### src/rtl/seg7_phase_driver.sv
// Phase-driven 3-digit common-anode 7-segment driver.
// Blanks on every phase change, commits buffered digits, flags bad phases.
module seg7_phase_driver #(
  parameter int unsigned BLANK_CYC = 16,
  parameter bit          LZB       = 1'b1
) (
  input  logic        clk,
  input  logic        rst,
  input  logic        ph1,
  input  logic        ph2,
  input  logic        ph3,
  input  logic        load,
  input  logic [11:0] digits,
  input  logic [2:0]  dp,
  output logic [2:0]  an,
  output logic [6:0]  seg,
  output logic        dp_n,
  output logic        err
);

  typedef enum logic [1:0] {
    IDLE,
    BLANK,
    SHOW
  } state_t;

  localparam logic [7:0] RELOAD = 8'(BLANK_CYC - 1);

  state_t      state_q, state_d;
  logic [7:0]  cnt_q, cnt_d;
  logic [2:0]  pd_q;
  logic [2:0]  psel_q, psel_d;
  logic [14:0] shd_q, shd_d;
  logic [14:0] act_q, act_d;
  logic        err_q, err_d;
  logic [2:0]  an_q, an_d;
  logic [6:0]  seg_q, seg_d;
  logic        dpn_q, dpn_d;

  logic [2:0]  p;
  logic        chg;
  logic [14:0] ld_val;

  assign p      = {ph3, ph2, ph1};
  assign chg    = (p != pd_q);
  assign ld_val = {digits, dp};

  function automatic logic [6:0] dec(input logic [3:0] v);
    logic [6:0] r;
    case (v)
      4'd0:    r = 7'b1000000;
      4'd1:    r = 7'b1111001;
      4'd2:    r = 7'b0100100;
      4'd3:    r = 7'b0110000;
      4'd4:    r = 7'b0011001;
      4'd5:    r = 7'b0010010;
      4'd6:    r = 7'b0000010;
      4'd7:    r = 7'b1111000;
      4'd8:    r = 7'b0000000;
      4'd9:    r = 7'b0010000;
      default: r = 7'b0111111;
    endcase
    return r;
  endfunction

  always_comb begin
    state_d = state_q;
    cnt_d   = cnt_q;
    psel_d  = psel_q;
    act_d   = act_q;
    err_d   = err_q;
    shd_d   = load ? ld_val : shd_q;
    if (chg) begin
      // Commit point: a same-cycle load bypasses shadow
      state_d = BLANK;
      cnt_d   = RELOAD;
      psel_d  = p;
      act_d   = load ? ld_val : shd_q;
    end else if (state_q == BLANK) begin
      if (cnt_q == 8'd0) begin
        if ($onehot(psel_q)) begin
          state_d = SHOW;
        end else begin
          state_d = IDLE;
          err_d   = 1'b1;
        end
      end else begin
        cnt_d = cnt_q - 8'd1;
      end
    end
  end

  logic [3:0] d0, d1, d2;
  logic [3:0] dsel;
  logic       dpsel;
  logic       blk;

  assign d0 = act_d[6:3];
  assign d1 = act_d[10:7];
  assign d2 = act_d[14:11];

  always_comb begin
    dsel  = d0;
    dpsel = act_d[0];
    blk   = 1'b0;
    case (psel_d)
      3'b010: begin
        dsel  = d1;
        dpsel = act_d[1];
        blk   = LZB && (d2 == 4'd0) && (d1 == 4'd0);
      end
      3'b100: begin
        dsel  = d2;
        dpsel = act_d[2];
        blk   = LZB && (d2 == 4'd0);
      end
      default: begin
        dsel  = d0;
        dpsel = act_d[0];
        blk   = 1'b0;
      end
    endcase
  end

  always_comb begin
    an_d  = 3'b111;
    seg_d = 7'b1111111;
    dpn_d = 1'b1;
    if (state_d == SHOW) begin
      an_d  = ~psel_d;
      seg_d = blk ? 7'b1111111 : dec(dsel);
      dpn_d = ~dpsel;
    end
  end

  always_ff @(posedge clk) begin
    if (rst) begin
      state_q <= IDLE;
      cnt_q   <= 8'd0;
      pd_q    <= 3'b000;
      psel_q  <= 3'b000;
      shd_q   <= '0;
      act_q   <= '0;
      err_q   <= 1'b0;
      an_q    <= 3'b111;
      seg_q   <= 7'b1111111;
      dpn_q   <= 1'b1;
    end else begin
      state_q <= state_d;
      cnt_q   <= cnt_d;
      pd_q    <= p;
      psel_q  <= psel_d;
      shd_q   <= shd_d;
      act_q   <= act_d;
      err_q   <= err_d;
      an_q    <= an_d;
      seg_q   <= seg_d;
      dpn_q   <= dpn_d;
    end
  end

  assign an   = an_q;
  assign seg  = seg_q;
  assign dp_n = dpn_q;
  assign err  = err_q;

endmodule

### config.mk
export PLATFORM = sky130hd
export DESIGN_NAME = seg7_phase_driver
export DESIGN_NICKNAME = d
export VERILOG_FILES = /design/src/rtl/seg7_phase_driver.sv
export SDC_FILE = /design/constraint.sdc
export NUM_CORES = 1
export LEC_CHECK = 0
export ABC_AREA = 1
export CAP_MARGIN = 40
export CORE_MARGIN = 3
export CORE_UTILIZATION = 50
export DETAILED_ROUTE_END_ITERATION = 7
export PLACE_DENSITY = 0.73
export RECOVER_POWER = 100
export SYNTH_ARGS = -nofsm -noshare
export SYNTH_HDL_FRONTEND = slang
export SYNTH_SLANG_ARGS = --single-unit
### constraint.sdc
create_clock -name clk -period 2.65 [get_ports clk]
set_input_delay 0.53 -clock clk [delete_from_list [all_inputs] [get_ports clk]]
set_output_delay 0.53 -clock clk [all_outputs]
set_load 0.02 [all_outputs]
==> results of run 1 <==
path summary, 6_finish.rpt:
kind / to / slack [ns] / depth (start not counted)
max: seg[0] / 0.12 / 18
max reg2reg: seg[0] / 0.42 / 15
min: cnt_q[5] / 0.48 / 2
min reg2reg: cnt_q[5] / 0.48 / 2
synth_stat cells (3+ instances only):
master    instances
buf_6             3
dfxtp_1          58
nor2_4            3
o21ai_2           5
o21ai_1           4
clkbuf_1          5
nor2_1           53
inv_2            10
nand3_1          16
nor2_2            3
mux2i_1          12
nand2_2          10
nand2_1          67
inv_1            39
nand3_2           4
ha_1              8
nand4_1          11
a31oi_1           4
o21ai_0          13
a21oi_1           6
routing by layer:
layer  vias to the layer above  global-route usage  share of wire
li1                       1256                   -              -
met1                      1089               0.236           0.46
met2                        58               0.304           0.46
met3                        16              0.0587          0.048
met4                         0               0.113          0.029
met5                         -                   0              0
state kept, by name, indices dropped and copies added (netlist names):
| register | flops |
|---|---|
| an | 3 |
| pd_q | 3 |
| psel_q | 3 |
| err | 1 |
| state_q | 2 |
| shd_q | 15 |
| dp_n | 1 |
| act_q | 15 |
| cnt_q | 8 |
| seg | 7 |
power by group through the flow:
stage | registers, W | clock network [W] | logic, W
3_3_place_gp | 0.000951 | 0 | 0.000422
4_1_cts | 0.000933 | 0.000702 | 0.000437
2_1_floorplan | 0.000948 | 0 | 0.000277
5_1_grt | 0.000937 | 0.000739 | 0.000499
3_5_place_dp | 0.000952 | 0 | 0.000434
6_report | 0.000933 | 0.000689 | 0.000450
stage by stage:
stage | TNS [ns] | cell area (um2)
floorplan | 0 | 2740
finish | 0 | 3560
global placement | -0.961 | 3360
CTS | 0 | 3520
detailed placement | -1.39 | 3360
global route | -0.00334 | 3560
worst reg2reg max path: stages (launching register included):
cell and delay [ns]:
dfxtp_1 0.35, xnor2_4 0.31, nand3_4 0.17, nand2_1 0.10, nand2_1 0.11, nand3_4 0.13, inv_2 0.06, nand2_1 0.05
nand2_1 0.06, nor2_2 0.17, inv_2 0.07, ha_1 0.18, inv_1 0.05, nand4_1 0.12, nand3_1 0.11, nand3_1 0.08
logic make-up (layout without fill, tap and decap cells):
logic type / after synthesis / after routing / share of synthesized area
compound gates: 35 / 35 / 0.0749
flops: 58 / 58 / 0.424
xor+xnor: 1 / 1 / 0.0100
simple gates: 177 / 178 / 0.314
mux: 12 / 12 / 0.0438
fa+ha+maj: 9 / 9 / 0.0438
buf+inv: 59 / 131 / 0.0900
timing repair:
| item | in CTS | in global routing |
|---|---|---|
| setup buffers | 0 | 2 |
| hold buffers | 0 | 0 |
| endpoints found under the setup margin | 0 | 5 |
| gates resized for setup | 0 | 7 |
placed cells by master, fill, tap and decap left out, types with 3 or more instances in the layout:
master,instances
o21ai_2,5
a21oi_1,6
nor2_2,3
mux2i_1,12
o21ai_1,3
nand3_1,16
dlygate4sd3_1,13
dfxtp_1,58
inv_2,10
nand3_4,3
clkbuf_1,3
nand2_2,10
nand4_1,11
o21ai_0,14
nor2_4,3
clkbuf_8,11
nand2_1,66
a31oi_1,4
nand3_2,4
ha_1,8
nor2_1,53
buf_4,33
inv_1,39
clkdlybuf4s50_1,18
layout make-up:
type | count | area [um2] | share of cell area
inverters | 49 | 184 | 0.0516
well taps | 70 | 87.6 | 0.0246
multi-input cells | 235 | 1360 | 0.381
repair buffers | 69 | 614 | 0.172
flip-flops and latches | 58 | 1160 | 0.326
clock buffers | 13 | 159 | 0.0446
==> summary.md, run 1 <==
| Metric | Value |
|---|---|
| Unique cell type count in the Yosys netlist | 32 |
| DRT Wirelength | 5.88 mm |
| Worst Path Arrival | 2.75 ns |
| Worst hold start | cnt_q[5] |
| Max-slew violation total from the final report | 0 |
| Final count of negative-setup-slack endpoints | 0 |
| Vias per Instance | 4.90 |
| Non-filler cells in the finished layout | 494 |
| Category of the worst setup path launch point | primary input |
| Std-Cell Rows | 26 |
| Total instance count after detailed placement | 478 |
| Total net switching power | 0.000584 W |
| Standard cell core area | 5200 um2 |
| Top-area cell type share of the netlist area | 0.424 |
| Root cell of the clock tree | clkbuf_8 |
| Clock network fraction of total power | 0.333 |
| Class of the worst hold path | flop to flop |
| Portion of the post-synthesis area used by sequential elements | 0.424 |
| Number of warnings issued by yosys | 0 |
| Delay of the slowest critical-path stage | 0.50 ns |
| Async set or reset register ratio after synthesis | 0 |
| Global placement routability congestion | 0.882 |
| Final-layout fill cell count | 431 |
| Sequential share of power | 0.450 |
| Worst Slack Setup Final | 0.116 ns |
| Area contributors post-synth | dfxtp_1 42%, nand2_1 9.2%, nor2_1 7.3% |
| Initial antenna violation count | 0 |
| Clock net sink count | 58 |
| Crit path time final | 2.53 ns |
| Total number of vias | 2419 |
| Largest delay contributor family on the critical path | simple AND/OR/NAND/NOR gates |
| Startpoint of the most critical setup path | ph3 |
| Critical Setup Path Class | primary input to flop |
| Insertion delay of the later-clocked pin in the worst-skew pair | 0.33 ns |
| Worst Setup End Kind | flop |
| Number of H-tree levels | 3 |
| Total global-route track usage | 0.195 |
| Maximum vdd ir drop | 0.300 mV |
| Mapped Area | 2740 um2 |
| DP HPWL | 4.24 mm |
| Floorplan die area | 6400 um2 |
| Starting utilization of the core area | 0.526 |
| Number of max-cap violations | 0 |
| Syn Inst Count | 351 |
| Internal power component | 0.00149 W |
| Logic pwr share | 0.217 |
| Post-Synthesis Mean Instance Area | 7.81 um2 |
| Die Ht | 80.0 um |
| Total congestion overflow | 0 |
| Total clock buffers created by CTS | 9 |
| Clock tree from TritonCTS | yes |
| Number of buffer and inverter stages on the critical path | 6 |
| Final Cycle Share | 0.956 |
| PortBufs | 32 |
| Area growth syn-to-layout | 30.0% |
| Post-route antenna net violation count | 0 |
| Final Hold Violating Endpoints | 0 |
| FF-to-FF Start | pd_q[1] |
| Number of iterations in the first detailed-routing pass | 4 |
| DIE WIDTH | 80.0 um |
| Clock transition at the registers of the reported paths | 0.06 ns |
| Share of cells above drive strength 1 | 0.212 |
| Number of I/O pins | 33 |
| Wirelength per Cell | 11.9 um |
| Tightest hold margin | 0.480 ns |
| Pin count of the biggest net entering global routing | 43 |
| Static leakage | 1.71 nW |
| Actual transition at the worst max-transition pin | 0.833 ns |
| Post-Synthesis Net Count | 381 |
| Number of diodes added for antenna fixing | 0 |
| Max Clock Skew | 0.00530 ns |
| Cell accounting for the most synthesized area | dfxtp_1 |
| Worst slew slack as a fraction of its limit | 0.445 |
| Violation count after the first detailed-routing iteration | 80 |
| Count of flip-flops with a built-in enable after synthesis | 0 |
| WP data required | 2.87 ns |
| Clock tree buffer depth | 2 |
| Design Power | 0.00207 W |
| Vias in the first global route | 2265 |
| Peak fanout along the critical path | 7 |
| Drc violations | 0 |
| Post-layout net count | 452 |
| Minimum setup slack after placement | -0.241 ns |
| Cell with the biggest individual delay on the critical path | clkdlybuf4s50_1 |
| Number of storage elements in the synthesis netlist | 58 |
| Switching part of the total | 0.282 |
| Wire length of the first global-routing pass | 9.64 mm |
| Cell chain of the critical path | clkdlybuf4s50_1 -> inv_1 -> nand2_1 -> nand2_4 -> buf_4 -> nand4_1 -> nand2_1 -> nand3_4 -> inv_2 -> nand2_1 -> nand2_1 -> nor2_2 -> inv_2 -> ha_1 -> inv_1 -> nand4_1 -> nand3_1 -> nand3_1 |
| Utilization after layout | 0.685 |
| Status | finished clean |
| Cell with the most instances on the worst path | nand2_1 |
| Achievable Freq | 395 MHz |
| Power density over the cells | 581 nW/um2 |
| Commonest register cell after synthesis | dfxtp_1 |
(Power assumes the default switching activity.)
==> run 2: changes to the inputs <==
- ABC_AREA: 1 -> 0
==> summary.md, run 2 <==
| Metric | Value |
|---|---|
| Post-Synthesis Mean Instance Area | 9.18 um2 |
| Fraction of the mapped netlist area in adder cells | 0.0433 |
| PortBufs | 32 |
| Violation count after the first detailed-routing iteration | 154 |
| Drc violations | 0 |
| Pin count of the biggest net entering global routing | 48 |
| Final Cycle Share | 0.949 |
| Critical Setup Path Class | primary input to flop |
| Cell accounting for the most synthesized area | dfxtp_1 |
| Setup repair after global routing missed its margin | no |
| Clock tree buffer depth | 2 |
| Max-slew violation total from the final report | 0 |
| Commonest cells after routing, fill and taps aside | 58 x dfxtp_1, 42 x buf_4, 40 x nor2_1 |
| Vias in the first global route | 2227 |
| Final Hold Violating Endpoints | 0 |
| Area growth syn-to-layout | 31.7% |
| Main combinational cell family by area after synthesis | simple AND/OR/NAND/NOR gates |
| Non-filler cells in the finished layout | 448 |
| Final count of negative-setup-slack endpoints | 0 |
| Total number of vias | 2418 |
| Tightest hold margin | 0.499 ns |
| Clock tree from TritonCTS | yes |
| Unique cell type count in the Yosys netlist | 61 |
| Wirelength per Cell | 14.4 um |
| Post-layout net count | 403 |
| Compound-Gate Fraction of Synth Area | 0.181 |
| Insertion delay of the later-clocked pin in the worst-skew pair | 0.34 ns |
| Synth top cells by count | 58 x dfxtp_1, 40 x nor2_1, 17 x nand2_1 |
| Number of H-tree levels | 3 |
| Async set or reset register ratio after synthesis | 0 |
| Static leakage | 1.51 nW |
| Total congestion overflow | 0 |
| Starting utilization of the core area | 0.529 |
| Clock transition at the registers of the reported paths | 0.06 ns |
| Wire length of the first global-routing pass | 10.6 mm |
| Registers with the highest flip-flop counts | act_q: 15 flops, shd_q: 15 flops, cnt_q: 8 flops |
| Most common cell in the netlist | dfxtp_1 |
| Standard cell core area | 5240 um2 |
| Max Clock Skew | 0.00685 ns |
| Total instance count after detailed placement | 432 |
| Std-Cell Rows | 26 |
| Count of flip-flops with a built-in enable after synthesis | 0 |
| Commonest register cell after synthesis | dfxtp_1 |
| Number of max-cap violations | 0 |
| Total global-route track usage | 0.218 |
| Number of diodes added for antenna fixing | 0 |
| Portion of the post-synthesis area used by sequential elements | 0.419 |
| Worst Setup End Kind | flop |
| Area contributors post-synth | dfxtp_1 42%, mux2i_1 5.8%, nor2_1 5.4% |
| Dpl cell area | 3460 um2 |
| Class of the worst hold path | flop to flop |
| Maximum vdd ir drop | 0.342 mV |
| WP data required | 2.88 ns |
| Xor and xnor area share after synthesis | 0.0442 |
| Achievable Freq | 398 MHz |
| Total clock buffers created by CTS | 9 |
| DIE WIDTH | 80.5 um |
| Multiplexer area fraction after synthesis | 0.0619 |
| Mapped Area | 2770 um2 |
| Minimum setup slack after placement | -0.259 ns |
| Actual transition at the worst max-transition pin | 0.937 ns |
| Number of storage elements in the synthesis netlist | 58 |
| Top-area cell type share of the netlist area | 0.419 |
| Power density over the cells | 594 nW/um2 |
| Category of the worst setup path launch point | primary input |
| Post-Synthesis Net Count | 332 |
| Initial antenna violation count | 0 |
| Clock net sink count | 58 |
| Root cell of the clock tree | clkbuf_8 |
| Floorplan die area | 6470 um2 |
| Share of cells above drive strength 1 | 0.209 |
| Most common cell after layout, fill and taps aside | dfxtp_1 |
| Crit path time final | 2.51 ns |
| Die Ht | 80.5 um |
| DP HPWL | 4.77 mm |
| Syn Inst Count | 302 |
| Worst Path Arrival | 2.75 ns |
| Synthesized-area fraction occupied by and/or/nand/nor cells | 0.207 |
| Number of I/O pins | 33 |
| DRT Wirelength | 6.43 mm |
| Worst slew slack as a fraction of its limit | 0.375 |
| Post-route antenna net violation count | 0 |
| Number of buffers inserted for hold repair after clock tree synthesis | 0 |
| Global placement routability congestion | 0.912 |
| Status | finished clean |
| Number of iterations in the first detailed-routing pass | 4 |
| Number of warnings issued by yosys | 0 |
| Worst Slack Setup Final | 0.136 ns |
| Utilization after layout | 0.697 |
| Design area | 3650 um2 |
| Vias per Instance | 5.40 |
| Peak fanout along the critical path | 7 |
## run 2: changes by cell type in the layout (fill, tap and decap cells not counted), sizes merged, moves of 5 or more
| cell | previous run | this run |
|---|---|---|
| xnor2 | 1 | 8 |
| buf | 35 | 44 |
| nor3 | 1 | 13 |
| o21ai | 22 | 12 |
| nand3 | 23 | 5 |
| nor4 | 0 | 6 |
| nand4 | 13 | 2 |
| nand2 | 78 | 17 |
| a21oi | 6 | 11 |
| inv | 49 | 12 |
| xor2 | 0 | 6 |
| nor2b | 0 | 7 |
| a211oi | 0 | 13 |
| nor2 | 59 | 41 |
## run 2: repair_timing
| item | 4_1_cts | 5_1_grt |
|---|---|---|
| setup buffers | 0 | 0 |
| setup endpoints to repair | 0 | 5 |
| gates resized for setup | 0 | 8 |
## run 2: per-stage QoR
stage	total power, W	setup TNS [ns]
2_1_floorplan	0.00124	0
3_3_place_gp	0.00141	-0.629
3_5_place_dp	0.00142	-1.22
4_1_cts	0.00218	0
5_1_grt	0.00228	0
6_report	0.00217	0
## run 2: worst paths after layout
check | from | to | slack, ns | cells past startpoint
hold / removal | err | err | 0.50 | 2
hold reg to reg | err | err | 0.50 | 2
setup reg to reg | cnt_q[0] | cnt_q[5] | 0.29 | 7
setup / recovery | ph1 | seg[1] | 0.14 | 9
## run 2: layout make-up
| type | instances | area [um2] |
|---|---|---|
| Fill cell | 435 | 1590 |
| Multi-Input combinational cell | 214 | 1500 |
| Sequential cell | 58 | 1160 |
| Timing Repair Buffer | 78 | 674 |
| Clock buffer | 13 | 139 |
| Tap cell | 70 | 87.6 |
| Inverter | 12 | 45.0 |
| Clock inverter | 3 | 40.0 |
## run 2: power by group
| part | switching [W] | internal (W) |
|---|---|---|
| logic | 0.000233 | 0.000221 |
| clock network | 0.000328 | 0.000432 |
| registers | 0.0000341 | 0.000920 |
## run 2: per-layer routing
| layer | vias up | share of wire | GRT usage | routed length, um |
|---|---|---|---|---|
| met1 | 1115 | 0.48 | 0.290 | 3080 |
| met3 | 15 | 0.055 | 0.0684 | 351 |
| met4 | 0 | 0.021 | 0.101 | 134 |
| met2 | 73 | 0.45 | 0.320 | 2870 |
| li1 | 1215 | - | - | - |
| met5 | - | 0 | 0 | 0 |
## run 2: cell families (layout without fill, tap and decap cells)
group                    Yosys count  after routing
AND/OR/NAND/NOR                  109            109
flip-flops                        58             58
adder cells (fa/ha/maj)            9              9
multiplexers                      17             17
buffers and inverters             30            106
XOR/XNOR                          14             14
AO/OA/AOI/OAI                     65             65
## run 2: critical path: stages
cell	delay [ns]
clkdlybuf4s50_1	0.50
buf_2	0.21
or2_1	0.25
a221o_1	0.34
o32ai_2	0.13
inv_1	0.12
ha_1	0.28
a21o_1	0.18
a21bo_2	0.21
==> run 3: changes to the inputs <==
- ABC_CLOCK_PERIOD_IN_PS: not set -> 2650
==> results of run 3 <==
Same layout as run 2: the final DEF is identical, and so are final timing and power.
